File: src/rtl/seg_scan_driver_pkg.sv
// Shared constants and types for the 8-digit common-anode 7-segment scan driver.
// Segment codes are active-low {dp,g,f,e,d,c,b,a}.
package seg_scan_driver_pkg;

  localparam int DISP_DATA_W = 64;
  localparam int NUM_DIGITS  = 8;

  localparam logic MODE_HEX = 1'b0;
  localparam logic MODE_RAW = 1'b1;

  localparam logic [7:0] SEG_0   = 8'hC0;
  localparam logic [7:0] SEG_1   = 8'hF9;
  localparam logic [7:0] SEG_2   = 8'hA4;
  localparam logic [7:0] SEG_3   = 8'hB0;
  localparam logic [7:0] SEG_4   = 8'h99;
  localparam logic [7:0] SEG_5   = 8'h92;
  localparam logic [7:0] SEG_6   = 8'h82;
  localparam logic [7:0] SEG_7   = 8'hF8;
  localparam logic [7:0] SEG_8   = 8'h80;
  localparam logic [7:0] SEG_9   = 8'h90;
  localparam logic [7:0] SEG_A   = 8'h88;
  localparam logic [7:0] SEG_B   = 8'h83;
  localparam logic [7:0] SEG_C   = 8'hC6;
  localparam logic [7:0] SEG_D   = 8'hA1;
  localparam logic [7:0] SEG_E   = 8'h86;
  localparam logic [7:0] SEG_F   = 8'h8E;
  localparam logic [7:0] SEG_OFF = 8'hFF;

  localparam logic [7:0] AN_OFF  = 8'hFF;

  typedef struct packed {
    logic [DISP_DATA_W-1:0] data;
    logic                   mode;
    logic                   page;
  } disp_word_t;

  // The page bit only matters in hex mode; raw mode always shows all 8 bytes.
  function automatic logic [31:0] hex_half(input disp_word_t w);
    return w.page ? w.data[63:32] : w.data[31:0];
  endfunction

endpackage

File: src/rtl/seg_scan_driver_if.sv
// Update port of the scan driver: display word plus mode/page under valid/ready.
// The producer (CPU watch mux) is the master, the driver is the slave.
interface seg_scan_driver_if;
  import seg_scan_driver_pkg::*;

  logic [DISP_DATA_W-1:0] disp_data_i;
  logic                   disp_valid_i;
  logic                   disp_ready_o;
  logic                   mode_i;
  logic                   page_i;

  modport master (
    output disp_data_i,
    output disp_valid_i,
    output mode_i,
    output page_i,
    input  disp_ready_o
  );

  modport slave (
    input  disp_data_i,
    input  disp_valid_i,
    input  mode_i,
    input  page_i,
    output disp_ready_o
  );

endinterface

File: src/rtl/seg_scan_driver_hex7seg.sv
// Combinational 4-bit value to active-low 7-segment code, decimal point off.
// Zero latency, no flow control.
module seg_scan_driver_hex7seg
  import seg_scan_driver_pkg::*;
(
  input  logic [3:0] nib_i,
  output logic [7:0] seg_o
);

  always_comb begin
    seg_o = SEG_OFF;
    case (nib_i)
      4'h0: seg_o = SEG_0;
      4'h1: seg_o = SEG_1;
      4'h2: seg_o = SEG_2;
      4'h3: seg_o = SEG_3;
      4'h4: seg_o = SEG_4;
      4'h5: seg_o = SEG_5;
      4'h6: seg_o = SEG_6;
      4'h7: seg_o = SEG_7;
      4'h8: seg_o = SEG_8;
      4'h9: seg_o = SEG_9;
      4'hA: seg_o = SEG_A;
      4'hB: seg_o = SEG_B;
      4'hC: seg_o = SEG_C;
      4'hD: seg_o = SEG_D;
      4'hE: seg_o = SEG_E;
      4'hF: seg_o = SEG_F;
      default: seg_o = SEG_OFF;
    endcase
  end

endmodule

File: src/rtl/seg_scan_driver.sv
// Time-multiplexed 8-digit 7-segment driver; seg/an registered (1 cycle after index/prescaler).
// One-deep pending buffer: ready drops after a capture and returns when it commits at the next frame wrap.
module seg_scan_driver
  import seg_scan_driver_pkg::*;
#(
  parameter int SCAN_DIV  = 100000,
  parameter int BLANK_CYC = 16,
  parameter bit LZ_BLANK  = 1'b0
) (
  input  logic               clk,
  input  logic               rstn,
  seg_scan_driver_if.slave   disp,
  output logic [7:0]         disp_seg_o,
  output logic [7:0]         disp_an_o,
  output logic               frame_o
);

  localparam int              PW        = (SCAN_DIV > 1) ? $clog2(SCAN_DIV) : 1;
  localparam logic [PW-1:0]   PRESC_MAX = PW'(SCAN_DIV - 1);
  localparam logic [PW-1:0]   BLANK_END = PW'(BLANK_CYC);

  logic [PW-1:0] presc_q, presc_d;
  logic [2:0]    idx_q, idx_d;
  disp_word_t    pend_q, pend_d;
  logic          pend_full_q, pend_full_d;
  disp_word_t    shad_q, shad_d;
  logic [7:0]    seg_q, seg_d;
  logic [7:0]    an_q, an_d;
  logic          frame_q, frame_d;

  logic          tick;
  logic          boundary;
  logic          take;
  logic          commit;
  logic [31:0]   half;
  logic [3:0]    nib;
  logic [7:0]    raw_byte;
  logic          upper_zero;
  logic [7:0]    hex_seg;

  seg_scan_driver_hex7seg u_hex7seg (
    .nib_i (nib),
    .seg_o (hex_seg)
  );

  // Scan timing and update handshake.
  always_comb begin
    tick        = (presc_q == PRESC_MAX);
    boundary    = tick && (idx_q == 3'd7);
    presc_d     = tick ? '0 : presc_q + 1'b1;
    idx_d       = tick ? idx_q + 3'd1 : idx_q;

    take        = disp.disp_valid_i && !pend_full_q;
    commit      = boundary && pend_full_q;

    pend_d      = pend_q;
    pend_full_d = pend_full_q;
    shad_d      = shad_q;
    frame_d     = boundary;

    // take and commit are mutually exclusive: both depend on pend_full_q with opposite sense.
    if (take) begin
      pend_d.data = disp.disp_data_i;
      pend_d.mode = disp.mode_i;
      pend_d.page = disp.page_i;
      pend_full_d = 1'b1;
    end else if (commit) begin
      shad_d      = pend_q;
      pend_full_d = 1'b0;
    end
  end

  // Digit decode from the shadow word; only the shadow feeds the display, so no tearing.
  always_comb begin
    half       = hex_half(shad_q);
    nib        = half[{idx_q, 2'b00} +: 4];
    raw_byte   = shad_q.data[{idx_q, 3'b000} +: 8];
    upper_zero = ((half >> {idx_q, 2'b00}) == 32'd0);

    seg_d = hex_seg;
    if (shad_q.mode == MODE_RAW) begin
      seg_d = raw_byte;
    end else if (LZ_BLANK && (idx_q != 3'd0) && upper_zero) begin
      seg_d = SEG_OFF;
    end

    an_d = ~(8'h01 << idx_q);
    if (presc_q < BLANK_END) begin
      an_d = AN_OFF;
    end
  end

  always_ff @(posedge clk or negedge rstn) begin
    if (!rstn) begin
      presc_q     <= '0;
      idx_q       <= 3'd0;
      pend_q      <= '0;
      pend_full_q <= 1'b0;
      shad_q      <= '0;
      seg_q       <= SEG_OFF;
      an_q        <= AN_OFF;
      frame_q     <= 1'b0;
    end else begin
      presc_q     <= presc_d;
      idx_q       <= idx_d;
      pend_q      <= pend_d;
      pend_full_q <= pend_full_d;
      shad_q      <= shad_d;
      seg_q       <= seg_d;
      an_q        <= an_d;
      frame_q     <= frame_d;
    end
  end

  assign disp.disp_ready_o = ~pend_full_q;
  assign disp_seg_o        = seg_q;
  assign disp_an_o         = an_q;
  assign frame_o           = frame_q;

endmodule

File: src/flat_wrapper.sv
// flat-port wrapper written by rule: the top's interface ports become plain ports
module seg_scan_driver_flat import seg_scan_driver_pkg::*;
#(
  parameter int SCAN_DIV  = 100000,
  parameter int BLANK_CYC = 16,
  parameter bit LZ_BLANK  = 1'b0
)
  (clk, rstn, disp_seg_o, disp_an_o, frame_o, disp_disp_data_i, disp_disp_valid_i, disp_mode_i, disp_page_i, disp_disp_ready_o);
  seg_scan_driver_if disp_i ();
  input  logic clk;
  input  logic rstn;
  output logic [7:0] disp_seg_o;
  output logic [7:0] disp_an_o;
  output logic frame_o;
  input wire logic [$bits(disp_i.disp_data_i)-1:0] disp_disp_data_i;
  input wire logic [$bits(disp_i.disp_valid_i)-1:0] disp_disp_valid_i;
  input wire logic [$bits(disp_i.mode_i)-1:0] disp_mode_i;
  input wire logic [$bits(disp_i.page_i)-1:0] disp_page_i;
  output wire logic [$bits(disp_i.disp_ready_o)-1:0] disp_disp_ready_o;
  assign disp_i.disp_data_i = disp_disp_data_i;
  assign disp_i.disp_valid_i = disp_disp_valid_i;
  assign disp_i.mode_i = disp_mode_i;
  assign disp_i.page_i = disp_page_i;
  assign disp_disp_ready_o = disp_i.disp_ready_o;
  seg_scan_driver #(.SCAN_DIV(SCAN_DIV), .BLANK_CYC(BLANK_CYC), .LZ_BLANK(LZ_BLANK)) u_core (.clk(clk), .rstn(rstn), .disp(disp_i), .disp_seg_o(disp_seg_o), .disp_an_o(disp_an_o), .frame_o(frame_o));
endmodule
File: config.mk
export PLATFORM = sky130hd
export DESIGN_NAME = seg_scan_driver_flat
export DESIGN_NICKNAME = d
export VERILOG_FILES = /design/src/rtl/seg_scan_driver_pkg.sv /design/src/rtl/seg_scan_driver_if.sv /design/src/rtl/seg_scan_driver_hex7seg.sv /design/src/rtl/seg_scan_driver.sv /design/src/flat_wrapper.sv
export SDC_FILE = /design/constraint.sdc
export NUM_CORES = 1
export LEC_CHECK = 0
export ABC_CLOCK_PERIOD_IN_PS = 4100
export BUFFER_PORTS_ARGS = -buffer_cell sky130_fd_sc_hd__clkbuf_2
export CORE_MARGIN = 4
export CORE_UTILIZATION = 50
export CTS_CLUSTER_SIZE = 12
export DETAILED_ROUTE_END_ITERATION = 8
export GPL_ROUTABILITY_DRIVEN = 0
export GPL_TIMING_DRIVEN = 0
export PLACE_DENSITY = 0.7
export SLEW_MARGIN = 20
export SYNTH_ARGS = -nofsm -noshare
export SYNTH_HDL_FRONTEND = slang
export SYNTH_HIERARCHICAL = 1
export SYNTH_SLANG_ARGS = --single-unit
File: constraint.sdc
create_clock -name clk -period 4.1 [get_ports clk]
set_clock_uncertainty 0.2 [all_clocks]
set_input_delay 0.82 -clock clk [delete_from_list [all_inputs] [get_ports clk]]
set_output_delay 0.82 -clock clk [all_outputs]
set_load 0.02 [all_outputs]
==> impl_metrics.ini <==
[setup_path]
critical_path.top_delay_family = buffers and inverters
crit_required_ns = 4.21
worstPathMaxFanout = 10
startpoint_type = flip-flop
cp-end-kind = flip-flop
max_stage_delay_ns = 0.48
cp.arrival_ns = 3.85
rr_worst_depth = 14
critPathBufInv = 6
ff2ff_setup_slack_ns = 0.37
r2r-start = u_core/idx_q[0]
crit_type = reg2reg
r2r-end = u_core/disp_seg_o[3]
slowest_stage = clkbuf_1
crit_chain = buf_2 > clkbuf_1 > clkbuf_1 > nand2_1 > nand3_1 > a32oi_1 > o211ai_1 > buf_4 > inv_1 > ha_1 > inv_1 > mux4_1 > nor2_1 > a31oi_1

[sta]
period_share = 0.9110
period_minus_slack_ns = 3.735
hold_viol_final = 0
fmax_ghz = 0.2677
finalSetupViolCount = 0
rsz0062_at_grt = no
slew_viol_final = 0
relSlewSlack = 0.5220
fin_setup_tns_ns = 0
worst_pin_slew_ns = 0.7170
timing.final.ws_setup_ns = 0.3651

[synthesis]
synth_ff_type = dfrtp_1
synth_edf_count = 0
synthArstFlopShare = 1.000
syn_nets = 682
syn_inst = 599
ys_seq_area_frac = 0.5442
ys_ff_latch = 170
syn_area_per_cell_um2 = 13.11
ys_types = 48
yosys_warnings = 6
synth_area_um2 = 7854

[power]
switching_power_mw = 0.7943
leakage_nw = 4.207
peakVddDrop_mv = 0.2922
switching_share = 0.2205
seqPwrFrac = 0.500
pwr-share-clk = 0.462
report.power.total_mw = 3.603
power_frac_comb = 0.039
power.internal_mw = 2.809
powerDensity_nw_per_um2 = 391.1

[floorplan]
die_y_um = 133.3
core_um2 = 15310
initial_core_util = 0.5128
die_x_um = 133.3
die-area_um2 = 17780
ios = 87
row_count = 45

[cts]
worstSkewPairLatency_ns = 0.43
cts_root_buffer = clkbuf_16
cts.path.max_buffers = 2
tritoncts = yes
cts-htree-levels = 4
ctsHoldBuffers = 0
clock-sinks = 170
clk_transition_reported_paths_ns = 0.06
cts_made_buffers = 17

[final_layout]
fin_util = 0.6015
syn_to_final_growth_pct = 17.29
final_area_um2 = 9211
fillers = 1275
drive_above_1_share = 0.3755
nNetsFinal = 790
n_antenna_cell = 0

[placed_design]
dp_slack_ns = 0.1032
place_area_um2 = 8584
place_hpwl_mm = 12.78
port_buffers = 86

[drt]
viasPerCell = 5.516
ant_nets = 0
drc_errors = 0
firstDrtPassIters = 6
drt_iter0_drc = 412
wire_per_inst_um = 18.70
drt-total-wl_mm = 17.40
vias = 5130

[grt]
antenna_found_initial = 0
met2_usage = 0.3409
grt_overflow = 0
grt_start_max_net_pins = 92
first_global_vias = 5361
grt_pass1_wl_mm = 28.70
gr-max-usage-layer = met2
track_usage = 0.2072
grt_use_met1 = 0.2782
use_met3 = 0.04456

[hold_path]
hold_class = in2async

[flow_run]
drv_cap = 0

[outcome]
status = complete, no violations
-- Yosys cell counts (12+ instances only) --
| cell type | instances | area share |
|---|---|---|
| dfrtp_1 | 154 | 0.49 |
| mux2_2 | 105 | 0.15 |
| nand2_1 | 41 | 0.020 |
| mux2_1 | 29 | 0.042 |
| nand3_1 | 24 | 0.015 |
| nor2_1 | 23 | 0.011 |
| mux2i_1 | 21 | 0.027 |
| dfstp_2 | 16 | 0.054 |
| nand2b_1 | 16 | 0.013 |
| inv_1 | 15 | 0.0072 |
| ha_1 | 14 | 0.022 |
| a32oi_1 | 13 | 0.014 |
| clkbuf_1 | 12 | 0.0057 |
| mux4_2 | 12 | 0.034 |
-- layer usage --
layer  up-vias  part of all wire
met2       184              0.49
met3        28             0.060
met4         0             0.017
li1       2350                 -
met1      2568              0.44
met5         -                 0
-- final cells by class --
cell class / instances / area [um^2] / share of cell area
Buffer: 35 / 178.9 / 0.01942
Clock buffer: 17 / 425.4 / 0.04618
Clock inverter: 14 / 185.2 / 0.02010
Inverter: 15 / 56.30 / 0.006112
Multi-Input combinational cell: 379 / 3346 / 0.3632
Sequential cell: 170 / 4274 / 0.4640
Tap cell: 211 / 264.0 / 0.02866
Timing Repair Buffer: 89 / 481.7 / 0.05230
-- cells by family (layout without fill, tap and decap cells) --
logic type,Yosys count,count (layout),synth area share
AND/OR/NAND/NOR,139,139,0.09097
AO/OA/AOI/OAI,43,43,0.03999
other,1,1,0.0004775
multiplexers,168,168,0.2567
buffers and inverters,50,170,0.02979
XOR/XNOR,14,14,0.01561
adder cells (fa/ha/maj),14,14,0.02230
flip-flops,170,170,0.5442
-- what timing repair did --
action | 4_1_cts | 5_1_grt
setup buffers | 0 | 2
resized for setup | 0 | 1
endpoints found under the setup margin | 0 | 3
-- sequential cells by signal, indices dropped and copies added, names as in the netlist --
register / cells
u_core/disp_an_o: 8
u_core/disp_seg_o: 8
u_core/frame_o: 1
u_core/idx_q: 3
u_core/pend_full_q: 1
u_core/pend_q: 66
u_core/presc_q: 17
u_core/shad_q: 66
-- how the worst max path moves through the flow --
stage | start | to | slack [ns] | cells past startpoint
floorplan | u_core/idx_q[0] | u_core/disp_seg_o[3] | 0.92 | 12
global placement | rstn | u_core/pend_q[46] | -0.75 | 1
detailed placement | u_core/idx_q[0] | u_core/disp_seg_o[3] | 0.10 | 12
CTS | u_core/idx_q[0] | u_core/disp_seg_o[3] | 0.07 | 12
global route | u_core/idx_q[2] | u_core/disp_seg_o[0] | 0.20 | 12
finish | u_core/idx_q[0] | u_core/disp_seg_o[3] | 0.37 | 14
-- cell usage in the layout (no fill, tap or decap), types with 4 or more instances in the layout --
master	count
inv_6	5
nand2_1	41
dfstp_2	16
o21ai_0	10
dfrtp_1	154
a32oi_1	13
clkbuf_2	86
ha_1	14
clkbuf_1	12
nand3_1	24
buf_4	4
buf_2	7
buf_1	9
mux2i_1	21
xnor2_1	8
mux4_2	12
nor2b_1	6
nand2b_1	16
mux2_1	29
a31oi_1	4
nor2_1	23
nor3_1	4
mux2_2	105
buf_6	4
clkbuf_16	17
and3_1	4
inv_1	15
xor2_1	6
and2_1	4
-- stage by stage --
stage	hold slack (ns)	std cells
after detailed placement	0.2718	897
after global placement	0.2627	896
after CTS	0.2284	928
after global routing	0.2636	930
after floorplan	0.2470	599
final	0.2095	930
-- power groups by stage --
stage / logic (mW) / clock network, mW / registers [mW]
after floorplan: 0.0674 / 0 / 1.81
after global placement: 0.133 / 0 / 1.83
after detailed placement: 0.144 / 0 / 1.83
after CTS: 0.145 / 1.70 / 1.80
after global routing: 0.161 / 1.77 / 1.81
final: 0.140 / 1.66 / 1.80
(Power assumes the default switching activity.)
